==> src/rtl/cart_mem_arbiter.sv <==
// -----------------------------------------------------------------------------
// cart_mem_arbiter
// -----------------------------------------------------------------------------
// Shares the single cartridge SDRAM request port between the ROM loader
// (ioctl write stream) and CPU cartridge reads (slot 1). The T80 is stalled
// through cpu_wait_n_o and the loader through ld_wait_o until each access
// completes. The CPU has priority; a starvation counter guarantees that a
// pending loader write gets through after STARVE_MAX consecutive CPU grants.
//
// Optional feature (compile-time macro CART_ARB_HITCACHE_EN):
//   a 1-entry read cache (address tag, 8-bit data, valid bit). A CPU read
//   that hits is answered from the cache without an SDRAM request.
//   Undefined (default): every CPU read goes to SDRAM.
//
// Parameters
//   ADDR_W      SDRAM byte address width (matches ioctl_addr)
//   STARVE_MAX  consecutive CPU grants allowed while the loader is pending (1..15)
//
// Ports
//   clk_i         system clock (same clock as T80/VDP)
//   reset_n_i     asynchronous reset, active low
//   cpu_rd_i      CPU cartridge read strobe (level)
//   cpu_addr_i    mapped cartridge address, stable while cpu_rd_i=1
//   cpu_q_o       read data to CPU mux (registered)
//   cpu_wait_n_o  0 = stall T80 (combinational so it drops in the edge cycle)
//   ld_wr_i       loader write strobe, 1-cycle pulse
//   ld_addr_i     loader address
//   ld_data_i     loader data
//   ld_wait_o     1 = loader must hold off
//   ld_ovf_o      sticky: loader pulse arrived while ld_wait_o=1
//   mem_req_o     request to SDRAM controller, held until mem_ack_i
//   mem_we_o      1 = write, 0 = read
//   mem_addr_o    access address
//   mem_din_o     write data
//   mem_ack_i     1-cycle completion pulse, read data valid same cycle
//   mem_dout_i    read data
// -----------------------------------------------------------------------------
module cart_mem_arbiter #(
   parameter int ADDR_W     = 25,
   parameter int STARVE_MAX = 8
) (
   input  logic              clk_i,
   input  logic              reset_n_i,
   input  logic              cpu_rd_i,
   input  logic [ADDR_W-1:0] cpu_addr_i,
   output logic [7:0]        cpu_q_o,
   output logic              cpu_wait_n_o,
   input  logic              ld_wr_i,
   input  logic [ADDR_W-1:0] ld_addr_i,
   input  logic [7:0]        ld_data_i,
   output logic              ld_wait_o,
   output logic              ld_ovf_o,
   output logic              mem_req_o,
   output logic              mem_we_o,
   output logic [ADDR_W-1:0] mem_addr_o,
   output logic [7:0]        mem_din_o,
   input  logic              mem_ack_i,
   input  logic [7:0]        mem_dout_i
);

   localparam logic [3:0] STARVE_LIM_C = 4'(STARVE_MAX);

   typedef enum logic [1:0] {
      ST_IDLE      = 2'd0,
      ST_GRANT_CPU = 2'd1,
      ST_GRANT_LD  = 2'd2,
      ST_WAIT_ACK  = 2'd3
   } state_t;

   state_t              state_r;
   state_t              state_nxt_s;

   logic                cpu_rd_r;
   logic                cpu_rise_s;
   logic                cpu_pend_r;
   logic [ADDR_W-1:0]   cpu_addr_r;
   logic [7:0]          cpu_q_r;

   logic                ld_pend_r;
   logic                ld_ovf_r;
   logic [ADDR_W-1:0]   ld_addr_r;
   logic [7:0]          ld_data_r;
   logic                ld_accept_s;
   logic                ld_drop_s;

   logic [3:0]          starve_r;
   logic                own_cpu_r;

   logic                mem_req_r;
   logic                mem_we_r;
   logic [ADDR_W-1:0]   mem_addr_r;
   logic [7:0]          mem_din_r;

   logic                gnt_cpu_s;
   logic                gnt_ld_s;
   logic                issue_cpu_s;
   logic                issue_ld_s;
   logic                ack_s;
   logic                cpu_ack_s;
   logic                ld_ack_s;

   logic                hit_s;
   logic [7:0]          cache_data_s;

   assign cpu_rise_s   = cpu_rd_i & ~cpu_rd_r;
   assign ld_accept_s  = ld_wr_i & ~ld_pend_r;
   assign ld_drop_s    = ld_wr_i & ld_pend_r;

   // An ack only counts while an access is outstanding; stray acks are ignored.
   assign ack_s        = (state_r == ST_WAIT_ACK) & mem_ack_i;
   assign cpu_ack_s    = ack_s & own_cpu_r;
   assign ld_ack_s     = ack_s & ~own_cpu_r;

   assign cpu_wait_n_o = ~(cpu_rise_s | cpu_pend_r);
   assign cpu_q_o      = cpu_q_r;
   assign ld_wait_o    = ld_pend_r;
   assign ld_ovf_o     = ld_ovf_r;
   assign mem_req_o    = mem_req_r;
   assign mem_we_o     = mem_we_r;
   assign mem_addr_o   = mem_addr_r;
   assign mem_din_o    = mem_din_r;

   // FSM state register
   always_ff @(posedge clk_i or negedge reset_n_i) begin
      if (!reset_n_i) begin
         state_r <= ST_IDLE;
      end else begin
         state_r <= state_nxt_s;
      end
   end

   // FSM next-state decision; CPU wins unless the loader has been starved
   always_comb begin
      state_nxt_s = state_r;
      case (state_r)
         ST_IDLE: begin
            if (cpu_pend_r && (starve_r < STARVE_LIM_C)) begin
               state_nxt_s = ST_GRANT_CPU;
            end else if (ld_pend_r) begin
               state_nxt_s = ST_GRANT_LD;
            end else begin
               state_nxt_s = ST_IDLE;
            end
         end
         ST_GRANT_CPU: state_nxt_s = ST_WAIT_ACK;
         ST_GRANT_LD:  state_nxt_s = ST_WAIT_ACK;
         ST_WAIT_ACK: begin
            if (mem_ack_i) begin
               state_nxt_s = ST_IDLE;
            end else begin
               state_nxt_s = ST_WAIT_ACK;
            end
         end
         default: state_nxt_s = ST_IDLE;
      endcase
   end

   // FSM output strobes: IDLE grant decisions and grant-cycle issue pulses
   always_comb begin
      gnt_cpu_s   = 1'b0;
      gnt_ld_s    = 1'b0;
      issue_cpu_s = 1'b0;
      issue_ld_s  = 1'b0;
      case (state_r)
         ST_IDLE: begin
            gnt_cpu_s = (state_nxt_s == ST_GRANT_CPU);
            gnt_ld_s  = (state_nxt_s == ST_GRANT_LD);
         end
         ST_GRANT_CPU: issue_cpu_s = 1'b1;
         ST_GRANT_LD:  issue_ld_s  = 1'b1;
         ST_WAIT_ACK: begin
            issue_cpu_s = 1'b0;
         end
         default: begin
            issue_ld_s = 1'b0;
         end
      endcase
   end

   // CPU read capture; a rise in the ack cycle keeps the request pending
   always_ff @(posedge clk_i or negedge reset_n_i) begin
      if (!reset_n_i) begin
         cpu_rd_r   <= 1'b0;
         cpu_pend_r <= 1'b0;
         cpu_addr_r <= '0;
      end else begin
         cpu_rd_r <= cpu_rd_i;
         if (cpu_rise_s && !hit_s) begin
            cpu_pend_r <= 1'b1;
            cpu_addr_r <= cpu_addr_i;
         end else if (cpu_ack_s) begin
            cpu_pend_r <= 1'b0;
         end else begin
            cpu_pend_r <= cpu_pend_r;
         end
      end
   end

   // CPU read data register; a cache hit answers the newest read
   always_ff @(posedge clk_i or negedge reset_n_i) begin
      if (!reset_n_i) begin
         cpu_q_r <= 8'hFF;
      end else if (hit_s) begin
         cpu_q_r <= cache_data_s;
      end else if (cpu_ack_s) begin
         cpu_q_r <= mem_dout_i;
      end else begin
         cpu_q_r <= cpu_q_r;
      end
   end

   // Loader capture: one outstanding write, extra pulses are dropped and flagged
   always_ff @(posedge clk_i or negedge reset_n_i) begin
      if (!reset_n_i) begin
         ld_pend_r <= 1'b0;
         ld_ovf_r  <= 1'b0;
         ld_addr_r <= '0;
         ld_data_r <= 8'h00;
      end else begin
         if (ld_accept_s) begin
            ld_pend_r <= 1'b1;
            ld_addr_r <= ld_addr_i;
            ld_data_r <= ld_data_i;
         end else if (ld_ack_s) begin
            ld_pend_r <= 1'b0;
         end else begin
            ld_pend_r <= ld_pend_r;
         end
         if (ld_drop_s) begin
            ld_ovf_r <= 1'b1;
         end else begin
            ld_ovf_r <= ld_ovf_r;
         end
      end
   end

   // Starvation counter: counts CPU grants taken while the loader waits
   always_ff @(posedge clk_i or negedge reset_n_i) begin
      if (!reset_n_i) begin
         starve_r <= 4'd0;
      end else if (gnt_ld_s || !ld_pend_r) begin
         starve_r <= 4'd0;
      end else if (gnt_cpu_s && (starve_r < STARVE_LIM_C)) begin
         starve_r <= starve_r + 4'd1;
      end else begin
         starve_r <= starve_r;
      end
   end

   // SDRAM request registers, loaded in the grant cycle and held until ack
   always_ff @(posedge clk_i or negedge reset_n_i) begin
      if (!reset_n_i) begin
         mem_req_r  <= 1'b0;
         mem_we_r   <= 1'b0;
         mem_addr_r <= '0;
         mem_din_r  <= 8'h00;
         own_cpu_r  <= 1'b0;
      end else if (issue_cpu_s) begin
         mem_req_r  <= 1'b1;
         mem_we_r   <= 1'b0;
         mem_addr_r <= cpu_addr_r;
         own_cpu_r  <= 1'b1;
      end else if (issue_ld_s) begin
         mem_req_r  <= 1'b1;
         mem_we_r   <= 1'b1;
         mem_addr_r <= ld_addr_r;
         mem_din_r  <= ld_data_r;
         own_cpu_r  <= 1'b0;
      end else if (ack_s) begin
         mem_req_r  <= 1'b0;
      end else begin
         mem_req_r  <= mem_req_r;
      end
   end

`ifdef CART_ARB_HITCACHE_EN
   logic                cache_vld_r;
   logic [ADDR_W-1:0]   cache_tag_r;
   logic [7:0]          cache_dat_r;

   assign hit_s        = cpu_rise_s & cache_vld_r & (cache_tag_r == cpu_addr_i);
   assign cache_data_s = cache_dat_r;

   // Read cache: filled on every CPU ack, invalidated by any loader grant
   always_ff @(posedge clk_i or negedge reset_n_i) begin
      if (!reset_n_i) begin
         cache_vld_r <= 1'b0;
         cache_tag_r <= '0;
         cache_dat_r <= 8'h00;
      end else if (issue_ld_s) begin
         cache_vld_r <= 1'b0;
      end else if (cpu_ack_s) begin
         cache_vld_r <= 1'b1;
         cache_tag_r <= mem_addr_r;
         cache_dat_r <= mem_dout_i;
      end else begin
         cache_vld_r <= cache_vld_r;
      end
   end
`else
   assign hit_s        = 1'b0;
   assign cache_data_s = 8'hFF;
`endif

endmodule

==> config.mk <==
export PLATFORM = sky130hd
export DESIGN_NAME = cart_mem_arbiter
export DESIGN_NICKNAME = d
export VERILOG_FILES = /design/src/rtl/cart_mem_arbiter.sv
export SDC_FILE = /design/constraint.sdc
export NUM_CORES = 1
export LEC_CHECK = 0
export BUFFER_PORTS_ARGS = -buffer_cell sky130_fd_sc_hd__buf_4
export CAP_MARGIN = 10
export CORE_MARGIN = 2
export CORE_UTILIZATION = 45
export DETAILED_ROUTE_END_ITERATION = 8
export PLACE_DENSITY = 0.8
export REMOVE_ABC_BUFFERS = 1
export SLEW_MARGIN = 30
export SYNTH_ARGS = -nofsm -noshare
export SYNTH_HDL_FRONTEND = slang
export SYNTH_SLANG_ARGS = --single-unit
==> constraint.sdc <==
create_clock -name clk_i -period 2.97 [get_ports clk_i]
set_input_delay 0.4455 -clock clk_i [delete_from_list [all_inputs] [get_ports clk_i]]
set_output_delay 0.4455 -clock clk_i [all_outputs]
set_load 0.03 [all_outputs]
==> flow_summary_export.csv <==
group,metric,value,unit
power_and_ir_drop,peakVddDrop,456,µV
synthesis,synth_seq_cells,112,
clock_network,cts_max_path_buffers,2,
power_and_ir_drop,p_leak,2.70,nW
hold_path,hp-class,"in2async",
cells_and_area,synthToLayoutAreaGrowth,24.7,%
global_routing,antenna_found_initial,0,
setup_path,cp_max_fo,20,
timing,finalHoldViolations,0,
synthesis,synth_top_area_frac,0.559,
setup_path,r2r_slack,1.12,ns
power_and_ir_drop,switching_share,0.387,
setup_path,crit_required,2.52,ns
flow_run,cap_violations,0,
synthesis,avgSynthCellArea,14.5,µm²
cells_and_area,antenna_cells,0,
global_routing,overflow,0,
global_routing,grt.total_usage,0.168,
timing,drv_slew,0,
global_routing,grt_start_max_net_pins,113,
clock_network,postCtsHoldBufs,0,
synthesis,synth_cells,321,
outcome,outcome,"finished, final reports clean",
route,avgViaCountPerCell,5.03,
timing,rsz0062_at_grt,"false",
clock_network,insertion_delay,0.36,ns
timing,finalSetupViolCount,0,
synthesis,async_flop_share,1.00,
timing,tightest_slew,0.935,ns
die,die_w,106,µm
die,boundaryPins,117,
setup_path,timing.rr.end,"mem_addr_o[0]$_DFFE_PN0P_",
power_and_ir_drop,finalPower,6.45,mW
timing,maxSlewHeadroom,0.377,
setup_path,crit_family,"simple AND/OR/NAND/NOR gates",
clock_network,cts_resized,0,
timing,finalWorstSetupSlack,0.880,ns
cells_and_area,finalCoreUtilization,0.571,
clock_network,numCtsBuffers,9,
power_and_ir_drop,power_frac_clock,0.135,
die,core_area,0.0102,mm²
synthesis,ys_warn_count,0,
setup_path,cp_num_buf_inv,1,
route,avgRoutedWirePerCell,15.7,µm
place,hpwlAfterDp,6130,µm
setup_path,crit_start,"cpu_rd_r$_DFF_PN0_",
cells_and_area,drive_gt1_frac,0.514,
place,port_buffers,116,
setup_path,r2r_cells,5,
setup_path,path_class,"reg2out",
setup_path,cp-endpoint,"cpu_wait_n_o",
power_and_ir_drop,powerDensity,1110,mW/mm²
setup_path,path_cells,"nor2b_4, nor2_1, buf_4",
power_and_ir_drop,intPower,3.95,mW
global_routing,grt_pass1_wl,14900,µm
route,ant_nets,0,
route,drtIter0Drc,76,
place,globalplace.congestion,0.740,
timing,fin_tns_setup,0,ns
route,vias,2896,
route,drt_pass1_iterations,4,
global_routing,grt_pass1_vias,3027,
cells_and_area,nNetsFinal,511,
synthesis,synth.area.top_cells,"dfrtp_1, mux2_2, mux2_4",
power_and_ir_drop,p_switching,2.49,mW
synthesis,yosys.area.top_type,"dfrtp_1",
setup_path,max_stage_delay,0.55,ns
clock_network,postCtsSetupBuffers,0,
synthesis,seq_area_frac_synth,0.604,
clock_network,cts_root_buf,"clkbuf_8",
setup_path,slowest_stage,"nor2b_4",
route,drc,0,
power_and_ir_drop,power_frac_seq,0.398,
die,die-area,0.0112,mm²
die,initial_core_util,0.457,
timing,fmax,478,MHz
power_and_ir_drop,combPwrFrac,0.467,
route,wirelength,9070,µm
timing,fin_crit,2.09,ns
synthesis,synth-edff-count,0,
clock_network,cts_tree,"done",
synthesis,ys_types,32,
timing,fin_crit_sh,0.704,
setup_path,end_kind,"output port",
synthesis,syn-cell-area,0.00466,mm²
timing,finClkSkew,0.0159,ns
clock_network,numClockSinks,112,
setup_path,timing.rr.start,"state_r[1]$_DFF_PN0_",
place,dp_slack,1.10,ns
clock_network,htree_levels,3,
clock_network,clk_pin_slew,0.11,ns
setup_path,cp.depth,3,
die,die_h,106,µm
setup_path,start_kind,"register",
die,rows,37,
synthesis,synthFlopType,"dfrtp_1",
setup_path,arrival,1.64,ns
-- how the worst min path moves through the flow --
stage                                     end  cells after the start  slack, ns                 start
floorplan           cpu_addr_r[0]$_DFFE_PN0P_                      0       0.15             reset_n_i
global placement         ld_ovf_o$_DFFE_PN0P_                      1       0.45  ld_ovf_o$_DFFE_PN0P_
detailed placement       ld_ovf_o$_DFFE_PN0P_                      1       0.45  ld_ovf_o$_DFFE_PN0P_
CTS                  mem_din_o[3]$_DFFE_PN0P_                      2       0.17             reset_n_i
global route               cpu_rd_r$_DFF_PN0_                      1       0.17              cpu_rd_i
finish               mem_din_o[3]$_DFFE_PN0P_                      2       0.14             reset_n_i
-- through the flow --
stage | area, µm² | hold slack [ns] | instances
finish | 5810 | 0.140 | 576
global route | 5810 | 0.167 | 576
CTS | 5810 | 0.173 | 576
detailed placement | 5620 | 0.454 | 560
global placement | 5620 | 0.448 | 560
floorplan | 4510 | 0.150 | 303
-- area by class of cell --
type / instances / area (µm²)
clock buffers: 11 / 151
clock inverters: 5 / 38.8
fillers: 860 / 4370
inverters: 6 / 22.5
multi-input cells: 185 / 1690
flip-flops and latches: 112 / 2810
well taps: 136 / 170
repair buffers: 121 / 921
-- power by group through the flow --
stage               registers (mW)  clock network, mW  logic [mW]
global placement              2.57                  0        2.95
finish                        2.57              0.870        3.01
floorplan                     3.11                  0        1.51
detailed placement            2.60                  0        3.03
global route                  2.65              0.964        3.25
CTS                           2.57              0.893        3.04
-- worst reg2reg max path: stages, from the launching register on --
cell and delay (ns):
dfrtp_1 0.39, inv_1 0.08, ha_2 0.74, buf_4 0.37, nor2_1 0.08, a21oi_1 0.12
-- metal layers --
layer  vias to the layer above  part of all wire  global-route usage
li1                       1339                 -                   -
met1                      1472              0.44               0.218
met2                        77              0.51               0.284
met3                         8             0.045              0.0371
met4                         0            0.0085              0.0479
met5                         -                 0                   0
-- cell usage after synthesis, types with 2 or more instances --
| cell type | instances |
|---|---|
| a21o_1 | 2 |
| a21oi_1 | 27 |
| and2_2 | 2 |
| buf_12 | 3 |
| buf_2 | 3 |
| buf_4 | 5 |
| clkbuf_1 | 5 |
| dfrtp_1 | 104 |
| dfstp_2 | 8 |
| ha_1 | 5 |
| inv_1 | 6 |
| mux2_2 | 46 |
| mux2_4 | 29 |
| mux2i_1 | 26 |
| nand2_1 | 4 |
| nand2b_1 | 2 |
| nor2_1 | 26 |
| nor2b_1 | 2 |
| o21a_1 | 2 |
| o22ai_1 | 2 |
-- sequential cells by signal, indices dropped and copies added, names as in the netlist --
| name | cells |
|---|---|
| cpu_q_o | 8 |
| cpu_pend_r | 1 |
| ld_addr_r | 25 |
| own_cpu_r | 1 |
| state_r | 2 |
| ld_ovf_o | 1 |
| starve_r | 4 |
| mem_addr_o | 25 |
| mem_din_o | 8 |
| ld_wait_o | 1 |
| cpu_addr_r | 25 |
| cpu_rd_r | 1 |
| mem_req_o | 1 |
| ld_data_r | 8 |
| mem_we_o | 1 |
-- kinds of logic (layout without fill, tap and decap cells) --
family	Yosys count	count (layout)	share of synthesized area
AOI/OAI and AO/OA	37	37	0.0443
muxes	101	101	0.261
DFF	112	112	0.604
and+or+nand+nor	42	42	0.0416
adders and majority gates	5	5	0.0134
buffers and inverters	24	143	0.0363
-- placed cells by master, fill, tap and decap left out, types with 3 or more instances in the layout --
cell,count
nand2_1,4
dfrtp_1,104
nor2_1,26
dfstp_2,8
a21oi_1,27
mux2_2,46
mux2i_1,26
ha_1,3
buf_4,120
mux2_4,29
clkbuf_8,11
inv_1,6
No activity file was read; power rests on OpenSTA's default activity.
